`config.mk`:
```
export PLATFORM = sky130hd
export DESIGN_NAME = msi_arbiter_wb_flat
export DESIGN_NICKNAME = d
export VERILOG_FILES = /design/src/rtl/msi_arbiter_wb_if.sv /design/src/rtl/msi_arbiter_wb.sv /design/src/flat_wrapper.sv
export SDC_FILE = /design/constraint.sdc
export NUM_CORES = 1
export LEC_CHECK = 0
export BUFFER_PORTS_ARGS = -buffer_cell sky130_fd_sc_hd__buf_2
export CORE_AREA = 2 2 261 263
export DETAILED_ROUTE_END_ITERATION = 7
export DIE_AREA = 0 0 263 265
export GPL_ROUTABILITY_DRIVEN = 1
export GPL_TIMING_DRIVEN = 0
export PLACE_DENSITY = 0.38
export SLEW_MARGIN = 20
export SYNTH_ARGS = -nofsm -noshare
export SYNTH_HDL_FRONTEND = slang
export SYNTH_SLANG_ARGS = --single-unit
```
`constraint.sdc`:
```
create_clock -name wb_clk_i -period 9.9 [get_ports wb_clk_i]
set_clock_uncertainty 0.1 [all_clocks]
set_input_delay 0.99 -clock wb_clk_i [delete_from_list [all_inputs] [get_ports wb_clk_i]]
set_output_delay 0.99 -clock wb_clk_i [all_outputs]
set_load 0.01 [all_outputs]
```
`src/rtl/msi_arbiter_wb_if.sv`:
```
// msi_arbiter_wb_if: master-facing and slave-facing Wishbone signals of the arbiter
interface msi_arbiter_wb_if #(
   parameter int NUM_MASTERS = 5,
   parameter int AW = 32,
   parameter int DW = 32
);
   logic [NUM_MASTERS-1:0][AW-1:0]   wbm_adr_i;
   logic [NUM_MASTERS-1:0][DW-1:0]   wbm_dat_i;
   logic [NUM_MASTERS-1:0][DW/8-1:0] wbm_sel_i;
   logic [NUM_MASTERS-1:0]           wbm_we_i;
   logic [NUM_MASTERS-1:0]           wbm_cyc_i;
   logic [NUM_MASTERS-1:0]           wbm_stb_i;
   logic [NUM_MASTERS-1:0][2:0]      wbm_cti_i;
   logic [NUM_MASTERS-1:0][1:0]      wbm_bte_i;
   logic [NUM_MASTERS-1:0][DW-1:0]   wbm_dat_o;
   logic [NUM_MASTERS-1:0]           wbm_ack_o;
   logic [NUM_MASTERS-1:0]           wbm_err_o;
   logic [NUM_MASTERS-1:0]           wbm_rty_o;
   logic [AW-1:0]                    wbs_adr_o;
   logic [DW-1:0]                    wbs_dat_o;
   logic [DW/8-1:0]                  wbs_sel_o;
   logic                             wbs_we_o;
   logic                             wbs_cyc_o;
   logic                             wbs_stb_o;
   logic [2:0]                       wbs_cti_o;
   logic [1:0]                       wbs_bte_o;
   logic [DW-1:0]                    wbs_dat_i;
   logic                             wbs_ack_i;
   logic                             wbs_err_i;
   logic                             wbs_rty_i;
   // slave: the arbiter's own view; master: the surrounding masters plus shared slave
   modport slave (
      input  wbm_adr_i, wbm_dat_i, wbm_sel_i, wbm_we_i, wbm_cyc_i, wbm_stb_i, wbm_cti_i, wbm_bte_i,
      input  wbs_dat_i, wbs_ack_i, wbs_err_i, wbs_rty_i,
      output wbm_dat_o, wbm_ack_o, wbm_err_o, wbm_rty_o,
      output wbs_adr_o, wbs_dat_o, wbs_sel_o, wbs_we_o, wbs_cyc_o, wbs_stb_o, wbs_cti_o, wbs_bte_o
   );
   modport master (
      output wbm_adr_i, wbm_dat_i, wbm_sel_i, wbm_we_i, wbm_cyc_i, wbm_stb_i, wbm_cti_i, wbm_bte_i,
      output wbs_dat_i, wbs_ack_i, wbs_err_i, wbs_rty_i,
      input  wbm_dat_o, wbm_ack_o, wbm_err_o, wbm_rty_o,
      input  wbs_adr_o, wbs_dat_o, wbs_sel_o, wbs_we_o, wbs_cyc_o, wbs_stb_o, wbs_cti_o, wbs_bte_o
   );
endinterface

```
`src/rtl/msi_arbiter_wb.sv`:
```
// msi_arbiter_wb: round-robin N-to-1 Wishbone arbiter that holds the grant for a whole cyc burst
module msi_arbiter_wb #(
   parameter int NUM_MASTERS = 5,
   parameter int AW = 32,
   parameter int DW = 32
) (
   input logic             wb_clk_i,
   input logic             wb_rst_i,
   msi_arbiter_wb_if.slave bus
);
   localparam int SW = NUM_MASTERS > 1 ? $clog2(NUM_MASTERS) : 1;
   logic [NUM_MASTERS-1:0] grant, req;
   logic [SW-1:0] sel, last, nxt;
   logic active;
   function automatic logic [SW-1:0] rr_next(input logic [SW-1:0] l, input logic [NUM_MASTERS-1:0] r);
      int j;
      rr_next = l;
      // descending scan: the closest requester after l is written last and wins
      for (int i = NUM_MASTERS; i >= 1; i--) begin
         j = (int'(l) + i) % NUM_MASTERS;
         if (r[SW'(j)]) rr_next = SW'(j);
      end
   endfunction
   assign req = bus.wbm_cyc_i;
   assign active = |grant;
   assign nxt = rr_next(last, req);
   always_ff @(posedge wb_clk_i or posedge wb_rst_i)
      if (wb_rst_i) begin
         grant <= '0;
         sel <= '0;
         last <= SW'(NUM_MASTERS - 1);
      end else if (!(active && req[sel])) begin
         grant <= (|req) ? NUM_MASTERS'(1) << nxt : '0;
         if (|req) begin
            sel <= nxt;
            last <= nxt;
         end
      end
   assign bus.wbs_adr_o = AW'(bus.wbm_adr_i[sel]);
   assign bus.wbs_dat_o = DW'(bus.wbm_dat_i[sel]);
   assign bus.wbs_sel_o = (DW/8)'(bus.wbm_sel_i[sel]);
   assign bus.wbs_we_o  = bus.wbm_we_i[sel];
   assign bus.wbs_cti_o = bus.wbm_cti_i[sel];
   assign bus.wbs_bte_o = bus.wbm_bte_i[sel];
   assign bus.wbs_cyc_o = bus.wbm_cyc_i[sel] & active;
   assign bus.wbs_stb_o = bus.wbm_stb_i[sel] & active;
   assign bus.wbm_dat_o = {NUM_MASTERS{bus.wbs_dat_i}};
   assign bus.wbm_ack_o = {NUM_MASTERS{bus.wbs_ack_i}} & grant;
   assign bus.wbm_err_o = {NUM_MASTERS{bus.wbs_err_i}} & grant;
   assign bus.wbm_rty_o = {NUM_MASTERS{bus.wbs_rty_i}} & grant;
endmodule

```
`src/flat_wrapper.sv`:
```
// flat-port wrapper written by rule: the top's interface ports become plain ports
module msi_arbiter_wb_flat 
#(
   parameter int NUM_MASTERS = 5,
   parameter int AW = 32,
   parameter int DW = 32
)
  (wb_clk_i, wb_rst_i, bus_wbm_adr_i, bus_wbm_dat_i, bus_wbm_sel_i, bus_wbm_we_i, bus_wbm_cyc_i, bus_wbm_stb_i, bus_wbm_cti_i, bus_wbm_bte_i, bus_wbs_dat_i, bus_wbs_ack_i, bus_wbs_err_i, bus_wbs_rty_i, bus_wbm_dat_o, bus_wbm_ack_o, bus_wbm_err_o, bus_wbm_rty_o, bus_wbs_adr_o, bus_wbs_dat_o, bus_wbs_sel_o, bus_wbs_we_o, bus_wbs_cyc_o, bus_wbs_stb_o, bus_wbs_cti_o, bus_wbs_bte_o);
  msi_arbiter_wb_if #(.NUM_MASTERS(NUM_MASTERS), .AW(AW), .DW(DW)) bus_i ();
  input logic wb_clk_i;
  input logic wb_rst_i;
  input wire logic [$bits(bus_i.wbm_adr_i)-1:0] bus_wbm_adr_i;
  input wire logic [$bits(bus_i.wbm_dat_i)-1:0] bus_wbm_dat_i;
  input wire logic [$bits(bus_i.wbm_sel_i)-1:0] bus_wbm_sel_i;
  input wire logic [$bits(bus_i.wbm_we_i)-1:0] bus_wbm_we_i;
  input wire logic [$bits(bus_i.wbm_cyc_i)-1:0] bus_wbm_cyc_i;
  input wire logic [$bits(bus_i.wbm_stb_i)-1:0] bus_wbm_stb_i;
  input wire logic [$bits(bus_i.wbm_cti_i)-1:0] bus_wbm_cti_i;
  input wire logic [$bits(bus_i.wbm_bte_i)-1:0] bus_wbm_bte_i;
  input wire logic [$bits(bus_i.wbs_dat_i)-1:0] bus_wbs_dat_i;
  input wire logic [$bits(bus_i.wbs_ack_i)-1:0] bus_wbs_ack_i;
  input wire logic [$bits(bus_i.wbs_err_i)-1:0] bus_wbs_err_i;
  input wire logic [$bits(bus_i.wbs_rty_i)-1:0] bus_wbs_rty_i;
  output wire logic [$bits(bus_i.wbm_dat_o)-1:0] bus_wbm_dat_o;
  output wire logic [$bits(bus_i.wbm_ack_o)-1:0] bus_wbm_ack_o;
  output wire logic [$bits(bus_i.wbm_err_o)-1:0] bus_wbm_err_o;
  output wire logic [$bits(bus_i.wbm_rty_o)-1:0] bus_wbm_rty_o;
  output wire logic [$bits(bus_i.wbs_adr_o)-1:0] bus_wbs_adr_o;
  output wire logic [$bits(bus_i.wbs_dat_o)-1:0] bus_wbs_dat_o;
  output wire logic [$bits(bus_i.wbs_sel_o)-1:0] bus_wbs_sel_o;
  output wire logic [$bits(bus_i.wbs_we_o)-1:0] bus_wbs_we_o;
  output wire logic [$bits(bus_i.wbs_cyc_o)-1:0] bus_wbs_cyc_o;
  output wire logic [$bits(bus_i.wbs_stb_o)-1:0] bus_wbs_stb_o;
  output wire logic [$bits(bus_i.wbs_cti_o)-1:0] bus_wbs_cti_o;
  output wire logic [$bits(bus_i.wbs_bte_o)-1:0] bus_wbs_bte_o;
  assign bus_i.wbm_adr_i = bus_wbm_adr_i;
  assign bus_i.wbm_dat_i = bus_wbm_dat_i;
  assign bus_i.wbm_sel_i = bus_wbm_sel_i;
  assign bus_i.wbm_we_i = bus_wbm_we_i;
  assign bus_i.wbm_cyc_i = bus_wbm_cyc_i;
  assign bus_i.wbm_stb_i = bus_wbm_stb_i;
  assign bus_i.wbm_cti_i = bus_wbm_cti_i;
  assign bus_i.wbm_bte_i = bus_wbm_bte_i;
  assign bus_i.wbs_dat_i = bus_wbs_dat_i;
  assign bus_i.wbs_ack_i = bus_wbs_ack_i;
  assign bus_i.wbs_err_i = bus_wbs_err_i;
  assign bus_i.wbs_rty_i = bus_wbs_rty_i;
  assign bus_wbm_dat_o = bus_i.wbm_dat_o;
  assign bus_wbm_ack_o = bus_i.wbm_ack_o;
  assign bus_wbm_err_o = bus_i.wbm_err_o;
  assign bus_wbm_rty_o = bus_i.wbm_rty_o;
  assign bus_wbs_adr_o = bus_i.wbs_adr_o;
  assign bus_wbs_dat_o = bus_i.wbs_dat_o;
  assign bus_wbs_sel_o = bus_i.wbs_sel_o;
  assign bus_wbs_we_o = bus_i.wbs_we_o;
  assign bus_wbs_cyc_o = bus_i.wbs_cyc_o;
  assign bus_wbs_stb_o = bus_i.wbs_stb_o;
  assign bus_wbs_cti_o = bus_i.wbs_cti_o;
  assign bus_wbs_bte_o = bus_i.wbs_bte_o;
  msi_arbiter_wb #(.NUM_MASTERS(NUM_MASTERS), .AW(AW), .DW(DW)) u_core (.wb_clk_i(wb_clk_i), .wb_rst_i(wb_rst_i), .bus(bus_i));
endmodule
```
==> reports/results.tsv, run 1 <==
stage	metric	value	unit
floorplan	core	0.06680	mm2
timing	final-hold-violation-count	0	
floorplan	die_area	0.06970	mm2
timing	pin_slew_with_the_least_headroom_to_its_limit	1077	ps
synthesis	yosys_register_bits	9	
synthesis	avgSynthCellArea	9.425	um2
worst_setup_path	sort_of_element_at_the_start_of_the_critical_path	flip-flop	
synthesis	synth-async-reset-ratio	100.0	%
cts	cts_hold_repair.buffers	0	
timing	setup_tns	0	ps
place	dpl_cell_area	0.01053	mm2
floorplan	num_io_pins	668	
timing	relSlewSlack	28.21	%
cts	postCtsSetupBuffers	0	
floorplan	floorplan.initialDensity	9.369	%
timing	timing.final.crit_share	66.24	%
synthesis	dominantRegCellSynth	dfrtp_1	
place	buffer_ports.inserted	634	
worst_setup_path	setup.worst_path.class	flip-flop to flip-flop	
synthesis	yosys_warnings	0	
cts	postCtsResizedCells	0	
cts	clock_tree.root_cell	clkbuf_16	
worst_hold_path	holdCritPathClass	flip-flop to flip-flop	
place	place.detailed.hpwl	47130	um
layout	post-route-cell-area	0.01061	mm2
outcome	run_status	completed	
cts	cts.htree.levels	1	
layout	area_growth_syn_to_layout	69.49	%
synthesis	ys_seq_area_share	3.619	%
drt	num_vias	8237	
layout	layout-drive-gt1-share	70.51	%
worst_setup_path	arrival	6590	ps
cts	cts_num_sinks	9	
global_routing	grt_overflow_total	0	
timing	final_number_of_max_transition_violations	0	
global_routing	grt_pass1_vias	8164	
power	cellPowerDensity	288.5	mW/mm2
timing	rsz0062_at_grt	false	
place	finalWeightedCongestion	0.9103	
synthesis	synth_enable_flop_cells	0	
synthesis	synth.lib_cells_used.distinct	82	
global_routing	groute.usage.overall	13.95	%
floorplan	chipWidth	263	um
drt	initial_drt_markers	587	
layout	filler_cell_count	7672	
global_routing	largest_net_degree_at_the_start_of_global_routing	14	
cts	clk_path_buf_depth	2	
worst_setup_path	reg2reg_depth	19	
synthesis	synth.net_count	1110	
timing	max_freq	152.5	MHz
worst_setup_path	critical_path.endpoint_type	flip-flop	
layout	final_net_count	1749	
worst_setup_path	timing.critical_path.fanout_max	10	
run	max_cap_viols	0	
floorplan	fp.dieH	265	um
timing	final_setup_violation_count	0	
drt	vias_per_cell	3.785	
worst_hold_path	hold-path-cell-count	2	
worst_setup_path	crit_chain	clkbuf_1 -> buf_1 -> inv_1 -> ha_1 -> buf_4 -> inv_1 -> ha_1 -> nor3b_1 -> a22oi_1 -> nand2_1 -> ha_1 -> nor2b_1 -> o31ai_2 -> mux2i_1 -> o32ai_1 -> a311o_1 -> o211ai_1 -> o221ai_1 -> o31ai_1	
cts	cts.clk_slew.worst_paths	40	ps
global_routing	grt_first_pass_wirelength	67240	um
drt	drt-wirelength-per-cell	23.94	um
floorplan	placement_rows	95	
cts	insertion_delay	230	ps
drt	totalWireLength	52090	um
drt	ant_nets	0	
power	p_leak	0.005437	uW
cts	tritoncts.num_buffers	3	
layout	fin_util	15.88	%
place	post-place-cells	2171	
layout	layout.cells.most_common	buf_2	
timing	final_period_minus_worst_setup_slack	6558	ps
cts	cts_tree	built	
synthesis	post_synth_inst_count	664	
worst_setup_path	slowest_stage	buf_1	
drt	detail_route.first_pass.iterations	5	
worst_setup_path	endpoint_required_time_on_the_critical_path	9930	ps
worst_setup_path	crit_path_max_incr_delay	700	ps
drt	drcViolationCount	0	
synthesis	syn_area	0.006259	mm2
power	vdd_drop_max	171.1	uV
layout	highest_count_cells_in_the_layout_ignoring_fill_and_taps	buf_2 (637), buf_4 (163), mux4_2 (79), a22o_1 (76), nand2_1 (32)	
worst_setup_path	critPathMostFrequentCell	ha_1	
layout	instances_no_fill	2176	
global_routing	grt_antenna_before_repair	16	
==> critical path, delay by kind of cell, from the launching register on <==
family | cells | cell delay (ps)
and+or+nand+nor | 3 | 400
buffers and inverters | 5 | 2090
AOI/OAI and AO/OA | 7 | 1950
adders and majority gates | 3 | 1060
DFF | 1 | 560
muxes | 1 | 290
==> cells by family after synthesis <==
family,share of synthesized area [%]
AOI/OAI and AO/OA,23.49
adders and majority gates,5.918
DFF,3.619
xor gates and xnor gates,1.200
muxes,31.21
and+or+nand+nor,9.816
buffers and inverters,24.75
==> synth_stat cells (7+ instances only) <==
cell,count,share of area (%)
a22o_1,76,11
nor3_1,7,0.56
ha_1,28,5.6
and2_1,16,1.6
dfrtp_1,8,3.2
inv_1,27,1.6
clkbuf_1,30,1.8
buf_4,163,20
mux4_2,79,28
o21ai_0,12,0.96
nand2_1,32,1.9
buf_1,8,0.48
nor2_1,21,1.3
nand3_1,7,0.56
a21oi_1,17,1.4
mux2i_1,8,1.3
==> path summary, 6_finish.rpt <==
check,start,end,slack [ps]
min in group asynchronous,wb_rst_i,u_core.last[1],710
max in group asynchronous,wb_rst_i,u_core.last[2],8680
hold reg to reg,u_core.grant[2],u_core.grant[2],460
setup reg to reg,u_core.last[1],u_core.grant[2],3340
hold / removal,u_core.grant[2],u_core.grant[2],460
setup / recovery,u_core.last[1],u_core.grant[2],3340
==> layer usage <==
| metal | vias up | track usage [%] | routed length [um] |
|---|---|---|---|
| met5 | - | 0 | 92 |
| met2 | 503 | 22.39 | 23650 |
| met4 | 16 | 2.595 | 1165 |
| met3 | 51 | 9.596 | 8258 |
| met1 | 3982 | 15.21 | 18930 |
| li1 | 3685 | - | - |
==> per-stage QoR <==
| stage | hold WS (ps) | setup WS [ps] | total power (uW) |
|---|---|---|---|
| 2_1_floorplan | 381.9 | 5053 | 1890 |
| 4_1_cts | 471.6 | 3385 | 3120 |
| 3_3_place_gp | 454.4 | 3340 | 3041 |
| 5_1_grt | 514.5 | 2879 | 3342 |
| 6_report | 464.6 | 3342 | 3060 |
| 3_5_place_dp | 463.3 | 3394 | 3030 |
==> registers in the layout (all words and copies together), names as in the netlist <==
signal,count
u_core.grant,5
u_core.last,3
u_core.sel,1
==> cell type report <==
| class | count | area (um2) | area share (%) |
|---|---|---|---|
| Tap cell | 873 | 1092 | 10.30 |
| Antenna cell | 1 | 2.502 | 0.02359 |
| Timing Repair Buffer | 634 | 3173 | 29.91 |
| Clock buffer | 4 | 78.83 | 0.7431 |
| Buffer | 208 | 1435 | 13.53 |
| Inverter | 31 | 116.4 | 1.097 |
| Multi-Input combinational cell | 416 | 4483 | 42.26 |
| Sequential cell | 9 | 226.5 | 2.135 |
==> power breakdown <==
group / internal [uW] / total (uW) / switching, uW
Clock: 53.7 / 70.4 / 16.7
Combinational: 1200 / 2910 / 1710
Sequential: 56.6 / 82.4 / 25.8
Note: power is estimated with default switching activity, not from simulation.
==> run 2: changes to the inputs <==
Settings changed: CORE_AREA 2 2 261 263 to 2 2 260 262, DIE_AREA 0 0 263 265 to 0 0 262 264, PLACE_DENSITY 0.38 to 0.39.
Clock period 9.9 ns to 6 ns, I/O delays scaled along.
==> run 2 against run 1 <==
  * First-iteration DRC count fell by 0.85%
  * Design area rose by 0.24%
  * Sequential share of layout area barely moved
  * Maximum frequency rose by 18%
  * Sequential cell count did not move
  * Global-route usage barely moved
  * Hold slack got worse by 200 ps
  * Via count fell by 0.35%
  * Critical path depth did not move
  * Clock-buffer cell count did not move
  * Setup slack got worse by 2900 ps
==> reports/results.tsv, run 2 (synthesis gave the netlist of run 1 again) <==
stage	metric	value	unit	change
timing	rsz0062_at_grt	false		
drt	vias_per_cell	3.774		-0.31%
power	cellPowerDensity	477.0	mW/mm2	+65%
cts	insertion_delay	240	ps	about the same
power	p_leak	0.005458	uW	+0.40%
global_routing	grt_pass1_vias	8058		-1.3%
place	place.detailed.hpwl	46220	um	-1.9%
cts	clk_path_buf_depth	2		unchanged
cts	clock_tree.root_cell	clkbuf_16		
timing	max_freq	180.5	MHz	+18%
place	finalWeightedCongestion	0.9107		about the same
timing	final_period_minus_worst_setup_slack	5540	ps	-1018 ps
worst_setup_path	reg2reg_depth	19		unchanged
global_routing	largest_net_degree_at_the_start_of_global_routing	19		+5
layout	instances_no_fill	2175		-0.046%
floorplan	core	0.06656	mm2	-0.36%
worst_setup_path	endpoint_required_time_on_the_critical_path	6040	ps	-3890 ps
power	comb_power_share	94.7	%	-0.3 points
layout	highest_count_cells_in_the_layout_ignoring_fill_and_taps	buf_2 (638), buf_4 (164), mux4_2 (79), a22o_1 (76), nand2_1 (32)		
global_routing	grt_first_pass_wirelength	66340	um	-1.3%
layout	area_growth_syn_to_layout	69.89	%	
run	max_cap_viols	0		unchanged
power	switchingPower	2894	uW	+65%
layout	largestRegisters	u_core.grant: 5 flops, u_core.last: 3 flops, u_core.sel: 1 flops		
layout	filler_cell_count	7646		-0.34%
worst_setup_path	crit_start	u_core.last[0]		
drt	detail_route.first_pass.iterations	5		unchanged
floorplan	chipWidth	262	um	-0.38%
global_routing	groute.usage.overall	13.96	%	+0.015 points
timing	pin_slew_with_the_least_headroom_to_its_limit	1088	ps	+10.72 ps
worst_hold_path	holdCritPathClass	input port to async pin		
global_routing	grt_antenna_before_repair	10		-6
timing	final_number_of_max_transition_violations	0		unchanged
timing	holdWs	265.7	ps	-198.8 ps
power	swShare	57.06	%	-0.17 points
drt	initial_drt_markers	582		-0.85%
layout	largest-register	u_core.grant		
worst_setup_path	timing.critical_path.fanout_max	18		+8
place	buffer_ports.inserted	634		unchanged
outcome	run_status	completed		
worst_setup_path	sort_of_element_at_the_start_of_the_critical_path	flip-flop		
drt	num_vias	8208		-0.35%
drt	totalWireLength	51860	um	-0.44%
floorplan	num_io_pins	668		unchanged
power	vdd_drop_max	177.5	uV	+3.8%
cts	cts.htree.levels	1		unchanged
worst_setup_path	critical_path.endpoint_type	flip-flop		
floorplan	floorplan.initialDensity	9.402	%	+0.033 points
place	dpl_cell_area	0.01053	mm2	about the same
worst_setup_path	arrival	5580	ps	-1010 ps
cts	cts.clk_slew.worst_paths	40	ps	about the same
cts	cts_tree	built		
worst_setup_path	setup.worst_path.class	flip-flop to flip-flop		
layout	layout-drive-gt1-share	71.41	%	+0.90 points
timing	timing.final.crit_share	92.34	%	+26 points
drt	ant_nets	0		unchanged
layout	largest_register_ffs	5		unchanged
timing	final_setup_violation_count	0		unchanged
cts	postCtsSetupBuffers	0		unchanged
floorplan	fp.dieH	264	um	-0.38%
cts	tritoncts.num_buffers	3		unchanged
layout	post-route-cell-area	0.01063	mm2	+0.24%
layout	final_net_count	1748		-0.057%
layout	layout.cells.most_common	buf_2		
global_routing	grt_overflow_total	0		unchanged
floorplan	die_area	0.06917	mm2	-0.76%
cts	cts_num_sinks	9		unchanged
power	p_int	2178	uW	+66%
place	post-place-cells	2171		unchanged
floorplan	placement_rows	95		unchanged
timing	relSlewSlack	27.50	%	-0.71 points
timing	final-hold-violation-count	0		unchanged
power	clk_pwr_share	2.3	%	about the same
layout	fin_util	15.97	%	+0.094 points
drt	drt-wirelength-per-cell	23.84	um	-0.39%
worst_setup_path	reg2reg_from	u_core.last[0]		
drt	drcViolationCount	0		unchanged
power	power.sequential.fraction	2.9	%	+0.2 points
[run 2: through the flow]
stage          total power [uW]  worst slack, ps  setup TNS, ps
2_1_floorplan              3118             1153              0
3_5_place_dp               4983           -862.3          -6537
4_1_cts                    5161            61.02              0
6_report                   5072            459.7              0
3_3_place_gp               4998           -870.7          -6591
5_1_grt                    5520            56.06              0
[run 2: worst paths after layout]
kind | endpoint | slack [ps]
hold / removal | u_core.last[0] | 270
min in group wb_clk_i | u_core.grant[1] | 510
setup / recovery | u_core.grant[2] | 460
max in group asynchronous | u_core.last[2] | 5230
hold reg to reg | u_core.grant[1] | 510
setup reg to reg | u_core.grant[2] | 460
[run 2: area by class of cell]
type / count / area [um2] / share of cell area, %
flip-flops and latches: 9 / 227.7 / 2.142
well taps: 873 / 1092 / 10.27
clock buffers: 4 / 78.83 / 0.7414
repair buffers: 634 / 3173 / 29.84
inverters: 31 / 116.4 / 1.094
multi-input cells: 416 / 4497 / 42.29
diodes: 1 / 2.502 / 0.02353
plain buffers: 207 / 1445 / 13.59
[run 2: per-layer routing]
| layer | vias to the layer above | global-route usage (%) | part of all wire, % |
|---|---|---|---|
| li1 | 3684 | - | - |
| met1 | 4030 | 17.74 | 42 |
| met2 | 477 | 24.87 | 49 |
| met3 | 17 | 2.869 | 7.7 |
| met4 | 0 | 1.390 | 0.94 |
| met5 | - | 0 | 0 |
[run 2: power groups by stage]
stage,combinational (uW),clock [uW],sequential (uW)
3_3_place_gp,4850,0,151
6_report,4810,118,149
3_5_place_dp,4830,0,151
2_1_floorplan,3000,0,115
5_1_grt,5240,127,155
4_1_cts,4890,121,150
[run 2: worst max-delay path, cell delays in order (launching register included)]
cell and delay (ps):
dfrtp_1 550, buf_4 240, buf_2 320, inv_2 240
ha_2 430, buf_4 210, inv_1 170, ha_1 250
nor3b_1 70, a22oi_1 300, nand2_1 170, ha_1 260
nor2b_1 160, o31a_1 300, o211ai_1 320, o32ai_1 230
a311o_1 340, o211ai_1 220, o221ai_1 270, o31ai_1 290
[run 2: what timing repair did]
item,CTS,global route
gates resized for setup,4,5
hold buffers,0,0
endpoints found under the hold margin,0,0
setup endpoints to repair,9,9
